--- src/rtl/iob_tdp_ram_be_arb.sv ---
// iob_tdp_ram_be_arb
// Round-robin arbiter/sequencer in front of one port of a byte-enable
// true dual-port RAM. After reset (or on clr) every word is zeroed, then
// two valid/ready requesters share the port, one access per cycle.
// Read data comes straight from the RAM's registered output and is
// qualified by a per-requester rvalid strobe one cycle after acceptance.

module iob_tdp_ram_be_arb #(
  parameter int NUM_COL   = 2,
  parameter int COL_WIDTH = 4,
  parameter int DATA_W    = NUM_COL * COL_WIDTH,
  parameter int ADDR_W    = 4
) (
  input  logic                clk,
  input  logic                rst,
  input  logic                clr,
  output logic                busy,

  input  logic                r0_valid,
  input  logic [ADDR_W-1:0]   r0_addr,
  input  logic [NUM_COL-1:0]  r0_wstrb,
  input  logic [DATA_W-1:0]   r0_wdata,
  output logic                r0_ready,
  output logic                r0_rvalid,
  output logic [DATA_W-1:0]   r0_rdata,

  input  logic                r1_valid,
  input  logic [ADDR_W-1:0]   r1_addr,
  input  logic [NUM_COL-1:0]  r1_wstrb,
  input  logic [DATA_W-1:0]   r1_wdata,
  output logic                r1_ready,
  output logic                r1_rvalid,
  output logic [DATA_W-1:0]   r1_rdata,

  output logic                ram_en,
  output logic [NUM_COL-1:0]  ram_we,
  output logic [ADDR_W-1:0]   ram_addr,
  output logic [DATA_W-1:0]   ram_din,
  input  logic [DATA_W-1:0]   ram_dout
);

  typedef enum logic [1:0] {
    START = 2'd0,
    CLEAR = 2'd1,
    SERVE = 2'd2
  } stateT;

  localparam logic [ADDR_W-1:0]  LAST_ADDR = {ADDR_W{1'b1}};
  localparam logic [ADDR_W-1:0]  ADDR_ONE  = {{(ADDR_W-1){1'b0}}, 1'b1};
  localparam logic [ADDR_W-1:0]  ADDR_ZERO = {ADDR_W{1'b0}};
  localparam logic [NUM_COL-1:0] WE_NONE   = {NUM_COL{1'b0}};
  localparam logic [NUM_COL-1:0] WE_ALL    = {NUM_COL{1'b1}};
  localparam logic [DATA_W-1:0]  DATA_ZERO = {DATA_W{1'b0}};

  stateT             state;
  stateT             stateNext;
  logic [ADDR_W-1:0] cnt;
  logic [ADDR_W-1:0] cntNext;
  logic              prio;
  logic              prioNext;
  logic              rvalid0;
  logic              rvalid0Next;
  logic              rvalid1;
  logic              rvalid1Next;
  logic              grant0;
  logic              grant1;

  // State, clear counter, round-robin pointer and read-strobe registers.
  always_ff @(posedge clk or posedge rst) begin
    if (rst) begin
      state   <= START;
      cnt     <= ADDR_ZERO;
      prio    <= 1'b0;
      rvalid0 <= 1'b0;
      rvalid1 <= 1'b0;
    end else begin
      state   <= stateNext;
      cnt     <= cntNext;
      prio    <= prioNext;
      rvalid0 <= rvalid0Next;
      rvalid1 <= rvalid1Next;
    end
  end

  // Next-state, same-cycle grant and RAM port drive.
  always_comb begin
    stateNext   = state;
    cntNext     = cnt;
    prioNext    = prio;
    rvalid0Next = 1'b0;
    rvalid1Next = 1'b0;
    grant0      = 1'b0;
    grant1      = 1'b0;
    busy        = 1'b1;
    ram_en      = 1'b0;
    ram_we      = WE_NONE;
    ram_addr    = ADDR_ZERO;
    ram_din     = DATA_ZERO;

    case (state)
      START: begin
        stateNext = CLEAR;
        cntNext   = ADDR_ZERO;
      end

      CLEAR: begin
        ram_en   = 1'b1;
        ram_we   = WE_ALL;
        ram_addr = cnt;
        ram_din  = DATA_ZERO;
        cntNext  = cnt + ADDR_ONE;
        if (cnt == LAST_ADDR) begin
          stateNext = SERVE;
        end else begin
          stateNext = CLEAR;
        end
      end

      SERVE: begin
        busy = 1'b0;
        if (clr) begin
          // A clear request wins over both requesters this cycle.
          stateNext = CLEAR;
          cntNext   = ADDR_ZERO;
        end else begin
          // With both valid, prio picks; otherwise the lone requester wins.
          grant0 = r0_valid & (~r1_valid | ~prio);
          grant1 = r1_valid & (~r0_valid |  prio);
          if (grant0) begin
            ram_en      = 1'b1;
            ram_we      = r0_wstrb;
            ram_addr    = r0_addr;
            ram_din     = r0_wdata;
            rvalid0Next = (r0_wstrb == WE_NONE);
            prioNext    = 1'b1;
          end else if (grant1) begin
            ram_en      = 1'b1;
            ram_we      = r1_wstrb;
            ram_addr    = r1_addr;
            ram_din     = r1_wdata;
            rvalid1Next = (r1_wstrb == WE_NONE);
            prioNext    = 1'b0;
          end else begin
            prioNext = prio;
          end
        end
      end

      default: begin
        stateNext = START;
        cntNext   = ADDR_ZERO;
      end
    endcase
  end

  assign r0_ready  = grant0;
  assign r1_ready  = grant1;
  assign r0_rvalid = rvalid0;
  assign r1_rvalid = rvalid1;
  // Both requesters see the RAM output; only the one with rvalid consumes it.
  assign r0_rdata  = ram_dout;
  assign r1_rdata  = ram_dout;

endmodule

--- config.mk ---
export PLATFORM = sky130hd
export DESIGN_NAME = iob_tdp_ram_be_arb
export DESIGN_NICKNAME = d
export VERILOG_FILES = /design/src/rtl/iob_tdp_ram_be_arb.sv
export SDC_FILE = /design/constraint.sdc
export NUM_CORES = 1
export LEC_CHECK = 0
export ABC_CLOCK_PERIOD_IN_PS = 2400
export BUFFER_PORTS_ARGS = -buffer_cell sky130_fd_sc_hd__buf_2
export CAP_MARGIN = 0
export CORE_MARGIN = 2
export CORE_UTILIZATION = 38
export CTS_BUF_LIST = sky130_fd_sc_hd__clkbuf_4
export CTS_CLUSTER_SIZE = 20
export DETAILED_ROUTE_END_ITERATION = 8
export PLACE_DENSITY = 0.81
export SLEW_MARGIN = 25
export SYNTH_ARGS = -nofsm -noshare
export SYNTH_HDL_FRONTEND = slang
export SYNTH_SLANG_ARGS = --single-unit
--- constraint.sdc ---
create_clock -name clk -period 2.4 [get_ports clk]
set_input_delay 0.72 -clock clk [delete_from_list [all_inputs] [get_ports clk]]
set_output_delay 0.72 -clock clk [all_outputs]
set_load 0.01 [all_outputs]
==> results.cfg <==
[floorplanning]
row_count = 17
start_util_pct = 39.3
die_y_um = 51.1
dieWidth_um = 51.1
ios = 77
coreArea_um2 = 2150
fp.dieArea_um2 = 2620

[power_and_ir_drop]
fin_total_pwr_w = 0.000843
leakage_nw = 0.588
pwr-share-comb_pct = 55.7
ir_drop_v = 0.000403
p_clk_share_pct = 15.0
p_switching_w = 0.000331
switching_share_pct = 39.2
power.internal_w = 0.000512
seq_power_share_pct = 29.4
p_per_area_nw_per_um2 = 749

[drt]
postRouteAntennaNets = 0
first_iter_violations = 11
totalWireLength_um = 2290
drcViolationCount = 0
drtPass1Iterations = 4
drt-vias-per-instance = 5.38
vias = 882
wl_per_cell_um = 14.0

[cts]
clk_latency_ns = 0.26
cts_root_buf = clkbuf_4
clk_pin_slew_worst_paths_ns = 0.06
clock_sinks = 9
numCtsBuffers = 3
cts_buffer_depth = 2
hold_buffers = 0
htreeDepth = 1
cts_tree = yes

[cells_and_area]
layout_commonest_cell = buf_2
final_nets = 183
synthToLayoutAreaGrowth_pct = 33.2
final_area_um2 = 1120
final_cell_mix = buf_2, a22o_1, dfrtp_1
drive_gt1_share_pct = 55.1
antenna_cells = 0

[setup_path]
worstPathRequired_ns = 1.68
crit_chain = inv_4, buf_4, ha_2, and3_1, a221o_1, buf_2
worstPathArrival_ns = 1.74
crit_slowest_cell = dfrtp_2
worst_setup_path_start_kind = flop
path_max_fanout = 13
cp_slowest_stage_delay_ns = 0.43
crit_type = reg -> out
crit_path_end_kind = output port
rrSetupSlack_ns = 0.93

[grt]
grt_use_met2_pct = 28.6
grt_pass1_vias = 772
grt_usage_pct = 16.7
top_usage_layer = met2
grt_pass1_wl_um = 3350
antenna_found_initial = 0
grtUsageMet1_pct = 19.8
use_met3_pct = 2.05
overflow = 0
grt_max_degree = 14

[logic_synthesis]
syn_area_per_cell_um2 = 8.89
synth_edf_count = 0
yosysWarnings = 0
mappedNetlistArea_um2 = 845
synth_cells = 95
ys_seq_area_share_pct = 26.7
syn_nets = 141
ys_types = 29
ys_ff_latch = 9
async_flop_share_pct = 100
yosys_most_used_dff = dfrtp_1

[placed_design]
gp_congestion = 0.811
dp_hpwl_um = 1600
place_ws_ns = -0.0274
portBuffers = 52
place_area_um2 = 1030

[outcome]
outcome = finished, violations left
violations = negative setup slack

[sta]
post-route-period-util_pct = 103
tightestPinTransition_ns = 0.356
max_slew_margin_pct = 76.3
drv_slew = 0
period_needed_ns = 2.46
fmax_ghz = 0.406
finClkSkew_ns = 0.00393
setup_slack_ns = -0.0633
finalHoldViolCount = 0
grt_setup_unrepaired = yes
setup_viol = 6

[flow_run]
cap_viol_max_count = 0

[hold_path]
hold_class = in -> async
## synthesized netlist by cell type, drive strengths merged, types with 2 or more instances
library cell	n	area share, %
inv	5	2.2
a211oi	2	1.8
buf	20	17
a22o	8	8.3
nand3b	2	1.8
nor2	3	1.3
o21ai	2	1.2
and3	5	3.7
nand2	6	2.7
nor3b	3	3.3
and2	2	1.5
nor2b	3	3.4
ha	5	7.4
dfrtp	9	27
a221o	6	7.1
nand3	5	3.0
clkbuf	2	1.0
## layer usage
layer | share of wire (%) | vias up
met1 | 42 | 426
met5 | 0 | -
met2 | 49 | 36
met4 | 2.3 | 0
li1 | - | 410
met3 | 6.2 | 10
## state kept, by name, summed over array words and instances, names as in the netlist
register / cells
r1_rvalid: 1
cnt: 4
r0_rvalid: 1
prio: 1
state: 2
## per-stage QoR
stage	std cells	utilization [%]	TNS, ns	hold slack [ns]
finish	164	52.4	-0.223	0.413
global route	164	52.4	-0.796	0.436
CTS	162	51.3	-0.201	0.418
detailed placement	157	47.9	-0.144	0.527
global placement	157	47.9	0	0.501
floorplan	95	-	0	0.478
## critical path, delay by kind of cell (launching register included)
family	cells	cell delay, ns
compound gates	1	0.27
fa+ha+maj	1	0.24
buf+inv	3	0.33
flops	1	0.43
simple gates	1	0.21
## kinds of logic (layout without fill, tap and decap cells)
group / count (synthesis) / after routing / share of synthesized area, %
DFF: 9 / 9 / 26.7
and+or+nand+nor: 31 / 31 / 22.5
buffers and inverters: 27 / 68 / 20.4
adders and majority gates: 5 / 5 / 7.41
AOI/OAI and AO/OA: 23 / 23 / 23.0
## area by class of cell
| type | instances | area [um^2] |
|---|---|---|
| multi-input combinational | 59 | 483 |
| fill | 197 | 1020 |
| timing repair buffer | 59 | 329 |
| tap | 28 | 35.0 |
| sequential | 9 | 226 |
| inverter | 5 | 21.3 |
| clock buffer | 4 | 30.0 |
## power by group through the flow
stage               registers [W]  logic, W  clock network [W]
finish                   0.000248  0.000469           0.000126
global route             0.000255  0.000517           0.000140
CTS                      0.000244  0.000455           0.000131
detailed placement       0.000248  0.000419                  0
global placement         0.000245  0.000407                  0
floorplan                0.000233  0.000319                  0
## what timing repair did
action	CTS	global route
pin swaps	1	1
endpoints found under the setup margin	14	14
buffers inserted	1	2
resized for setup	10	3
## worst paths after layout
kind                                             end  depth (start not counted)                 start
max in group asynchronous       state[1]$_DFFE_PP0P_                          2                   rst
worst min register to register    cnt[1]$_DFFE_PP0P_                          2    cnt[1]$_DFFE_PP0P_
worst max register to register  state[1]$_DFFE_PP0P_                          5  state[1]$_DFFE_PP0P_
worst max-delay path                     ram_addr[2]                          6  state[1]$_DFFE_PP0P_
min in group clk                  cnt[1]$_DFFE_PP0P_                          2    cnt[1]$_DFFE_PP0P_
worst min-delay path              cnt[1]$_DFFE_PP0P_                          2                   rst
Note: power is estimated with default switching activity, not from simulation.
